**config.mk**
```make
export PLATFORM = sky130hd
export DESIGN_NAME = uart_tx_arbiter
export DESIGN_NICKNAME = d
export VERILOG_FILES = /design/src/rtl/uart_tx_arbiter.sv
export SDC_FILE = /design/constraint.sdc
export NUM_CORES = 1
export LEC_CHECK = 0
export CAP_MARGIN = 20
export CELL_PAD_IN_SITES_DETAIL_PLACEMENT = 1
export CELL_PAD_IN_SITES_GLOBAL_PLACEMENT = 1
export CORE_ASPECT_RATIO = 1.2
export CORE_MARGIN = 4
export CORE_UTILIZATION = 26
export DETAILED_ROUTE_END_ITERATION = 12
export PLACE_DENSITY = 0.75
export SLEW_MARGIN = 40
export SYNTH_ARGS = -nofsm -noshare
export SYNTH_HDL_FRONTEND = slang
export SYNTH_SLANG_ARGS = --single-unit
```
**constraint.sdc**
```tcl
create_clock -name clk -period 2.6 [get_ports clk]
set_input_delay 0.52 -clock clk [delete_from_list [all_inputs] [get_ports clk]]
set_output_delay 0.52 -clock clk [all_outputs]
set_load 0.005 [all_outputs]
```
**src/rtl/uart_tx_arbiter.sv**
```systemverilog
// uart_tx_arbiter
//   Shares one byte-wide UART transmitter between NUM_REQ producers. The grant
//   is round-robin and is held for a whole packet (through the byte flagged
//   req_last). The output byte is registered so that serializer timing stays
//   isolated from requester timing.
//
// Parameters
//   NUM_REQ       number of requesters (2..8)
//   IDLE_TIMEOUT  cycles the owner may hold req_valid low mid-packet before the
//                 packet is forced closed; 0 disables the timeout
//
// Ports
//   clk        system clock, all logic on posedge
//   reset      synchronous, active-high reset
//   req_valid  per-requester byte valid
//   req_data   per-requester byte, requester i on bits [8i+7:8i]
//   req_last   byte is the last of its packet
//   req_ready  byte accepted when req_valid[i] && req_ready[i]
//   tx_valid   registered byte valid to serializer
//   tx_data    registered byte to serializer
//   tx_ready   serializer accepts the byte this cycle
//   grant      one-hot current owner, zero when idle
//   busy       arbiter is not idle
//
// Build option
//   UART_ARB_FIXED_PRIO_EN  requester 0 always wins arbitration when it is
//                           requesting; requesters 1..NUM_REQ-1 rotate among
//                           themselves.
//
// state  | meaning
// IDLE   | no owner; arbitrate among valid requesters
// LOCKED | owner holds the transmitter, bytes accepted into the output reg
// DRAIN  | packet ended; wait for the last byte to leave, then release

module uart_tx_arbiter #(
    parameter int NUM_REQ      = 4,
    parameter int IDLE_TIMEOUT = 255
) (
    input  logic                   clk,
    input  logic                   reset,
    input  logic [NUM_REQ-1:0]     req_valid,
    input  logic [8*NUM_REQ-1:0]   req_data,
    input  logic [NUM_REQ-1:0]     req_last,
    output logic [NUM_REQ-1:0]     req_ready,
    output logic                   tx_valid,
    output logic [7:0]             tx_data,
    input  logic                   tx_ready,
    output logic [NUM_REQ-1:0]     grant,
    output logic                   busy
);

    localparam int IW = (NUM_REQ > 1) ? $clog2(NUM_REQ) : 1;
    localparam int CW = (IDLE_TIMEOUT > 1) ? $clog2(IDLE_TIMEOUT + 1) : 1;
    localparam logic [CW-1:0] TMO_LIMIT = CW'(IDLE_TIMEOUT);
    localparam logic [IW-1:0] LAST_IDX  = IW'(NUM_REQ - 1);
    localparam logic [NUM_REQ-1:0] ONE  = NUM_REQ'(1);

    typedef enum logic [1:0] {
        ST_IDLE   = 2'd0,
        ST_LOCKED = 2'd1,
        ST_DRAIN  = 2'd2
    } state_t;

    state_t               state, state_nxt;
    logic [NUM_REQ-1:0]   grant_nxt;
    logic [IW-1:0]        owner, owner_nxt;
    logic [IW-1:0]        last_owner, last_owner_nxt;
    logic [CW-1:0]        tmo_cnt, tmo_nxt;
    logic                 tx_valid_nxt;
    logic [7:0]           tx_data_nxt;

    logic                 win_found;
    logic [IW-1:0]        win_idx;
    logic                 accept;
    logic                 own_valid;
    logic                 own_last;
    logic [7:0]           own_data;

    // Search upward from the previous owner so the last winner goes to the back.
    always_comb begin
        logic [IW-1:0] cand;
        logic          cand_ok;
        win_found = 1'b0;
        win_idx   = '0;
        cand      = '0;
        cand_ok   = 1'b0;
`ifdef UART_ARB_FIXED_PRIO_EN
        if (req_valid[0]) begin
            win_found = 1'b1;
            win_idx   = '0;
        end
`endif
        for (int k = 1; k <= NUM_REQ; k++) begin
            cand    = IW'((int'(last_owner) + k) % NUM_REQ);
            cand_ok = req_valid[cand];
`ifdef UART_ARB_FIXED_PRIO_EN
            if (cand == '0) cand_ok = 1'b0;
`endif
            if (!win_found && cand_ok) begin
                win_found = 1'b1;
                win_idx   = cand;
            end
        end
    end

    // Ready depends only on registers and tx_ready, never on req_valid.
    always_comb begin
        req_ready = '0;
        if (state == ST_LOCKED && (!tx_valid || tx_ready))
            req_ready = grant;
    end

    assign own_valid = req_valid[owner];
    assign own_last  = req_last[owner];
    assign own_data  = req_data[8*int'(owner) +: 8];
    assign accept    = |(req_valid & req_ready);
    assign busy      = (state != ST_IDLE);

    always_comb begin
        state_nxt      = state;
        grant_nxt      = grant;
        owner_nxt      = owner;
        last_owner_nxt = last_owner;
        tmo_nxt        = tmo_cnt;
        tx_valid_nxt   = tx_valid;
        tx_data_nxt    = tx_data;

        if (accept) begin
            tx_valid_nxt = 1'b1;
            tx_data_nxt  = own_data;
        end else if (tx_valid && tx_ready) begin
            tx_valid_nxt = 1'b0;
        end

        case (state)
            ST_IDLE: begin
                tmo_nxt = '0;
                if (win_found) begin
                    state_nxt = ST_LOCKED;
                    grant_nxt = ONE << win_idx;
                    owner_nxt = win_idx;
                end
            end
            ST_LOCKED: begin
                if (accept) begin
                    tmo_nxt = '0;
                    if (own_last)
                        state_nxt = ST_DRAIN;
                end else if (!own_valid) begin
                    if (tmo_cnt != {CW{1'b1}})
                        tmo_nxt = tmo_cnt + CW'(1);
                    // A stalled owner is treated as having ended its packet.
                    if (IDLE_TIMEOUT != 0 && tmo_nxt >= TMO_LIMIT)
                        state_nxt = ST_DRAIN;
                end
            end
            ST_DRAIN: begin
                if (!tx_valid || tx_ready) begin
                    state_nxt = ST_IDLE;
                    grant_nxt = '0;
`ifdef UART_ARB_FIXED_PRIO_EN
                    if (owner != '0)
                        last_owner_nxt = owner;
`else
                    last_owner_nxt = owner;
`endif
                end
            end
            default: begin
                state_nxt = ST_IDLE;
                grant_nxt = '0;
            end
        endcase
    end

    always_ff @(posedge clk) begin
        if (reset) begin
            state      <= ST_IDLE;
            grant      <= '0;
            owner      <= '0;
            last_owner <= LAST_IDX;
            tmo_cnt    <= '0;
            tx_valid   <= 1'b0;
            tx_data    <= 8'h00;
        end else begin
            state      <= state_nxt;
            grant      <= grant_nxt;
            owner      <= owner_nxt;
            last_owner <= last_owner_nxt;
            tmo_cnt    <= tmo_nxt;
            tx_valid   <= tx_valid_nxt;
            tx_data    <= tx_data_nxt;
        end
    end

endmodule

```
==> summary.txt, run 1 <==
Logic synthesis
  – Synthesized area: between 0.0015 and 0.002 mm^2
  – Post-synthesis register bit count: 27
  – Post-synth EDFFs: 0
  – Top cell type's share of synthesized area: 32.7%
  – Mapped Cells: 175
  – Leading area contributor after synthesis: dfxtp_1
  – Top post-synthesis cells by area: dfxtp_1 33%, mux4_2 14%, mux2i_1 4.8%, a21oi_1 4.5%, nor2_1 3.6%
  – Ys async rst share: 0%
  – Seq/Total Area, Yosys: 32.7%
  – Yosys warning count: 0
  – Dominant synthesized flop cell: dfxtp_1
  – Synth cell types: 44
  – Syn_area_per_cell: 9.44 um^2
  – Post-synthesis net count: around 220

Place
  – Placed cells: roughly 320
  – Post-DP HPWL: between 3000 and 4000 um
  – Buffers on Ports: 60
  – RePlAce Congestion: 0.780
  – Area post-placement: about 0.0024 mm^2

Critical path
  – Critical path class: in2out
  – Critical Path Source Type: input pin
  – Worst Path Arrival: around 1.9 ns
  – Max FO, Critical Path: 4
  – FF-to-FF Start: tmo_cnt[0]
  – Worst R2R Setup Slack: 0.56 ns
  – Reg2reg end: state[1]
  – Crit end category: primary output
  – R2R cell count: 6
  – WP data required: 2.08 ns

STA
  – Hold Fails Final Rpt: 0
  – Final worst path period share: a little over nine tenths
  – Final Hold Slack: just over 0.5 ns
  – Fmax: slightly above 400 MHz
  – Setup violators final: 0
  – Fin Setup TNS: 0 ns
  – Final worst path period need: between 2 and 2.5 ns
  – RSZ-0062 raised after global routing: no
  – Skew final: 0.00971 ns
  – Slew at the pin closest to its max-slew limit: ~0.48 ns
  – Rel. slew slack: between 60% and 70%
  – Final Max Slew Viols: 0

Layout
  – Most frequent cells in the layout: 60 x clkdlybuf4s50_1, 27 x dfxtp_1, 16 x nor2_1
  – Fin nets: roughly 280
  – Filler cells: between 700 and 800
  – Syn-to-layout area delta: 46.7%
  – Fraction of layout cells with a size suffix above 1: a little over an eighth
  – Final instance area: between 0.002 and 0.0025 mm^2
  – Layout Utilization: between 30% and 40%
  – Antenna Cells: 0
  – Most common cell after layout, fill and taps aside: clkdlybuf4s50_1
  – Post-Layout Cell Count: around 320

Global routing
  – Initial antenna violation count: 0
  – Total gr overflow: 0
  – GRT Util Overall: between 10 and 15%
  – Vias in the first global route: between 1500 and 2000
  – First-pass GRT wire length: around 8300 um
  – Largest net degree at the start of global routing: 18

Die
  – Die area: 0.00770 mm^2
  – # rows: 31
  – Core area: a little over 0.006 mm^2
  – Number of placed I/O pins: 61
  – Die Span Y: 95.3 um
  – Initial Util: between 20% and 30%
  – Die W: about 81 um

Power and ir drop
  – P_leak: 0.788 nW
  – Pwr/cell area: between 400 and 500 mW/mm^2
  – Cell Int Power: between 700 and 800 uW
  – Net Sw Power: 285 uW
  – Flop pwr share: between 40% and 50%
  – Maximum vdd drop: 0.190 mV
  – Sw Share: between 20% and 30%
  – Clock Power Share: about a quarter
  – Comb power frac: a little under a third

Clock tree
  – Postcts setup bufs: 0
  – Post-CTS sizing: 0
  – Clock Tree Buf Depth: 2
  – Root buf cell: clkbuf_8
  – Post-CTS Hold Buffers: 0
  – H-tree depth: 1
  – Sink Count: 27
  – Clock tree from TritonCTS: done
  – Clock Latency Late Sink: ~0.28 ns
  – Worst-path clk slew: 0.10 ns
  – Num CTS Buffers: 3

Drt
  – Post-DRT Antenna Nets: 0
  – Routed wire length: about 5000 um
  – DRC Markers: 0
  – Starting DRT DRC Count: 43
  – Via Count: approximately 1600
  – DR vias/cell: slightly above 5
  – DRT Pass-1 Iters: 2
  – Avg WL per Cell: 15.7 um

Worst hold path
  – Hold WC Path Type: reg2reg
  – Source of the worst hold timing path: tx_data[1]
  – Hold depth: 2
  – Hold EP: tx_data[1]

Flow run
  – Max-cap viol count: 0

Run status
  – Status: finished, final reports clean
-- final cells by class --
cell class / instances / area [um^2] / area share, %
clock buffer: 3 / 41.3 / 1.70
tap: 82 / 103 / 4.23
clock inverter: 1 / 5.00 / 0.206
multi-input combinational: 137 / 1070 / 44.0
sequential: 27 / 541 / 22.3
timing repair buffer: 69 / 668 / 27.6
-- cells in the mapped netlist, types with 4 or more instances --
cell type	number
a21oi_1	15
a22oi_1	4
and2_1	5
and3_1	4
buf_2	7
clkbuf_1	4
dfxtp_1	27
mux2i_1	8
mux4_2	10
nand2_1	7
nand2b_1	6
nand3_1	5
nor2_1	16
nor2b_1	7
nor3_1	6
-- critical path, stage by stage --
cell and delay [ns]:
clkdlybuf4s50_1 0.47, nor2b_1 0.07, nor2_1 0.21, and2_1 0.16, clkdlybuf4s50_1 0.50
-- through the flow --
stage          setup WS, ns  power (mW)
2_1_floorplan         0.789       0.617
3_3_place_gp          0.176       0.760
3_5_place_dp          0.128       0.767
4_1_cts               0.118        1.02
5_1_grt              0.0732        1.06
6_report              0.156        1.00
-- flip-flops by register name, summed over array words and instances, names as in the netlist --
register / flops
grant: 4
last_owner: 2
owner: 2
state: 2
tmo_cnt: 8
tx_data: 8
tx_valid: 1
-- layer usage --
layer	routed length, um	global-route usage [%]
met2	2670	25.5
met4	83	3.94
met5	0	0
met1	2020	15.0
met3	241	3.21
-- power by group through the flow --
| stage | logic, mW | clock network [mW] | registers [mW] |
|---|---|---|---|
| CTS | 0.308 | 0.262 | 0.451 |
| floorplan | 0.160 | 0 | 0.457 |
| detailed placement | 0.306 | 0 | 0.460 |
| global placement | 0.300 | 0 | 0.460 |
| finish | 0.303 | 0.250 | 0.451 |
| global route | 0.330 | 0.276 | 0.455 |
-- cell families after synthesis --
family | Yosys count | share of synthesized area (%)
muxes | 18 | 18.5
AOI/OAI and AO/OA | 46 | 20.7
adders and majority gates | 1 | 0.757
DFF | 27 | 32.7
and+or+nand+nor | 72 | 24.4
buffers and inverters | 11 | 3.03
-- worst max path at each step --
| stage | startpoint | endpoint | slack, ns |
|---|---|---|---|
| floorplan | tmo_cnt[0] | state[0] | 0.79 |
| global placement | tx_ready | req_ready[0] | 0.18 |
| detailed placement | tx_ready | req_ready[2] | 0.13 |
| CTS | tx_ready | req_ready[2] | 0.12 |
| global route | tx_ready | req_ready[0] | 0.07 |
| finish | tx_ready | req_ready[2] | 0.16 |
Note: power is estimated with default switching activity, not from simulation.
==> inputs of run 2 (changes only) <==
--- a/config.mk
+++ b/config.mk
@@ -5,6 +5,7 @@
 export SDC_FILE = /design/constraint.sdc
 export NUM_CORES = 1
 export LEC_CHECK = 0
+export ABC_CLOCK_PERIOD_IN_PS = 2600
 export CAP_MARGIN = 20
 export CELL_PAD_IN_SITES_DETAIL_PLACEMENT = 1
 export CELL_PAD_IN_SITES_GLOBAL_PLACEMENT = 1
==> results of run 2 <==
Same layout as run 1: the final DEF is identical, and so are final timing and power.
==> inputs of run 3 (changes only) <==
--- a/config.mk
+++ b/config.mk
@@ -12,8 +12,10 @@
 export CORE_ASPECT_RATIO = 1.2
 export CORE_MARGIN = 4
 export CORE_UTILIZATION = 26
+export CTS_CLUSTER_DIAMETER = 100
 export DETAILED_ROUTE_END_ITERATION = 12
 export PLACE_DENSITY = 0.75
+export RECOVER_POWER = 100
 export SLEW_MARGIN = 40
 export SYNTH_ARGS = -nofsm -noshare
 export SYNTH_HDL_FRONTEND = slang
==> run 3 against run 2 <==
Combinational power shrank 4%; clock-buffer cell count is the same; non-clock buffer count is the same; routed wire length shrank 0.20%; via count shrank 0.67%; largest power group unchanged.
==> summary.txt, run 3 (same netlist as run 1, synthesis figures left out) <==
Drt
  – Via Count: approximately 1600
  – DR vias/cell: 5.13
  – Starting DRT DRC Count: 37
  – Avg WL per Cell: roughly 16 um
  – DRT Pass-1 Iters: 4
  – DRC Markers: 0
  – Routed wire length: around 5000 um
  – Post-DRT Antenna Nets: 0

Power and ir drop
  – Clock Power Share: 25.2%
  – Cell Int Power: about 710 uW
  – Sw Share: 28.7%
  – Flop pwr share: between 40% and 50%
  – Comb power frac: 29.4%
  – Maximum vdd drop: between 0.15 and 0.2 mV
  – P_leak: 0.808 nW
  – Pwr/cell area: about 410 mW/mm^2
  – Net Sw Power: roughly 280 uW

Clock tree
  – H-tree depth: 1
  – Worst-path clk slew: around 0.10 ns
  – Clock tree from TritonCTS: done
  – Root buf cell: clkbuf_8
  – Post-CTS sizing: 0
  – Num CTS Buffers: 3
  – Post-CTS Hold Buffers: 0
  – Clock Latency Late Sink: between 0.2 and 0.3 ns
  – Postcts setup bufs: 0
  – Sink Count: 27
  – Clock Tree Buf Depth: 2

Global routing
  – Initial antenna violation count: 0
  – First-pass GRT wire length: just over 8000 um
  – Vias in the first global route: between 1500 and 2000
  – GRT Util Overall: ~14%
  – Largest net degree at the start of global routing: 18
  – Total gr overflow: 0

STA
  – Setup violators final: 0
  – Rel. slew slack: 53.8%
  – Final worst path period share: 93.7%
  – Final Max Slew Viols: 0
  – Hold Fails Final Rpt: 0
  – Slew at the pin closest to its max-slew limit: about 0.7 ns
  – Skew final: 0.00831 ns
  – Final worst path period need: approximately 2.4 ns
  – RSZ-0062 raised after global routing: no
  – Fin Setup TNS: 0 ns
  – Fmax: just over 400 MHz

Critical path
  – Crit path capture: req_ready[2]
  – FF-to-FF Start: tmo_cnt[0]
  – Critical path class: in2out
  – Worst setup startpoint: tx_ready
  – Worst Path Arrival: roughly 1.9 ns
  – WP data required: between 2 and 2.5 ns
  – Max FO, Critical Path: 4
  – Crit end category: primary output
  – Critical Path Source Type: input pin
  – R2R cell count: 6
  – Reg2reg end: state[1]
  – Worst R2R Setup Slack: 0.55 ns

Layout
  – Largest registers: tmo_cnt: 8 flops, tx_data: 8 flops, grant: 4 flops
  – Syn-to-layout area delta: 45.4%
  – Fin nets: around 280
  – Layout Utilization: about two fifths
  – Antenna Cells: 0
  – Most frequent cells in the layout: 45 x clkdlybuf4s50_1, 27 x dfxtp_1, 16 x nor2_1
  – Final instance area: approximately 0.0024 mm^2
  – Most common cell after layout, fill and taps aside: clkdlybuf4s50_1
  – Fraction of layout cells with a size suffix above 1: between 10% and 20%

Die
  – Die area: between 0.007 and 0.008 mm^2
  – Die W: 80.8 um
  – Core area: between 0.006 and 0.007 mm^2
  – Die Span Y: ~95 um
  – Number of placed I/O pins: roughly 60
  – # rows: 31
  – Initial Util: about 27%

Worst hold path
  – Hold WC Path Type: reg2reg
  – Hold depth: 2

Place
  – Buffers on Ports: 60
  – Post-DP HPWL: between 3000 and 4000 um
  – RePlAce Congestion: 0.780
  – Area post-placement: 0.00238 mm^2

Flow run
  – Max-cap viol count: 0

Run status
  – Status: finished, final reports clean
==> run 3: through the flow <==
stage | total power [mW] | instances | hold slack (ns) | setup slack, ns
global placement | 0.760 | 315 | 0.475 | 0.176
floorplan | 0.617 | 175 | 0.482 | 0.789
detailed placement | 0.767 | 315 | 0.494 | 0.128
global route | 1.05 | 319 | 0.535 | 0.0549
finish | 0.992 | 319 | 0.513 | 0.163
CTS | 1.02 | 319 | 0.521 | 0.118
==> run 3: per-layer routing <==
layer  vias up  part of all wire, %  global-route usage, %
met5         -                    0                      0
met4         0                  1.6                   3.94
met3         6                  4.9                   3.21
met2        31                   53                   25.5
met1       801                   40                   15.0
li1        799                    -                      -
==> run 3: critical path: stages <==
cell and delay [ns]:
clkdlybuf4s50_1 0.47, nor2b_1 0.06, nor2_1 0.20, and2_0 0.16
clkdlybuf4s50_1 0.50
==> run 3: power groups by stage <==
stage	logic, mW	clock network, mW	registers (mW)
finish	0.291	0.250	0.450
global route	0.318	0.276	0.455
CTS	0.308	0.262	0.451
detailed placement	0.306	0	0.460
global placement	0.300	0	0.460
floorplan	0.160	0	0.457
==> run 3: area by class of cell <==
type                            instances  area [um^2]
Clock buffer                            3         41.3
Timing Repair Buffer                   69          653
Tap cell                               82          103
Sequential cell                        27          541
Fill cell                             714         3690
Clock inverter                          1         5.00
Multi-Input combinational cell        137         1060
==> run 3: how the worst min path moves through the flow <==
stage          startpoint  slack [ns]         end
6_report       tx_data[1]        0.51  tx_data[1]
5_1_grt          grant[3]        0.54    grant[3]
4_1_cts          grant[3]        0.52    grant[3]
3_5_place_dp   tx_data[1]        0.49  tx_data[1]
3_3_place_gp   tx_data[3]        0.47  tx_data[3]
2_1_floorplan    grant[1]        0.48    grant[1]
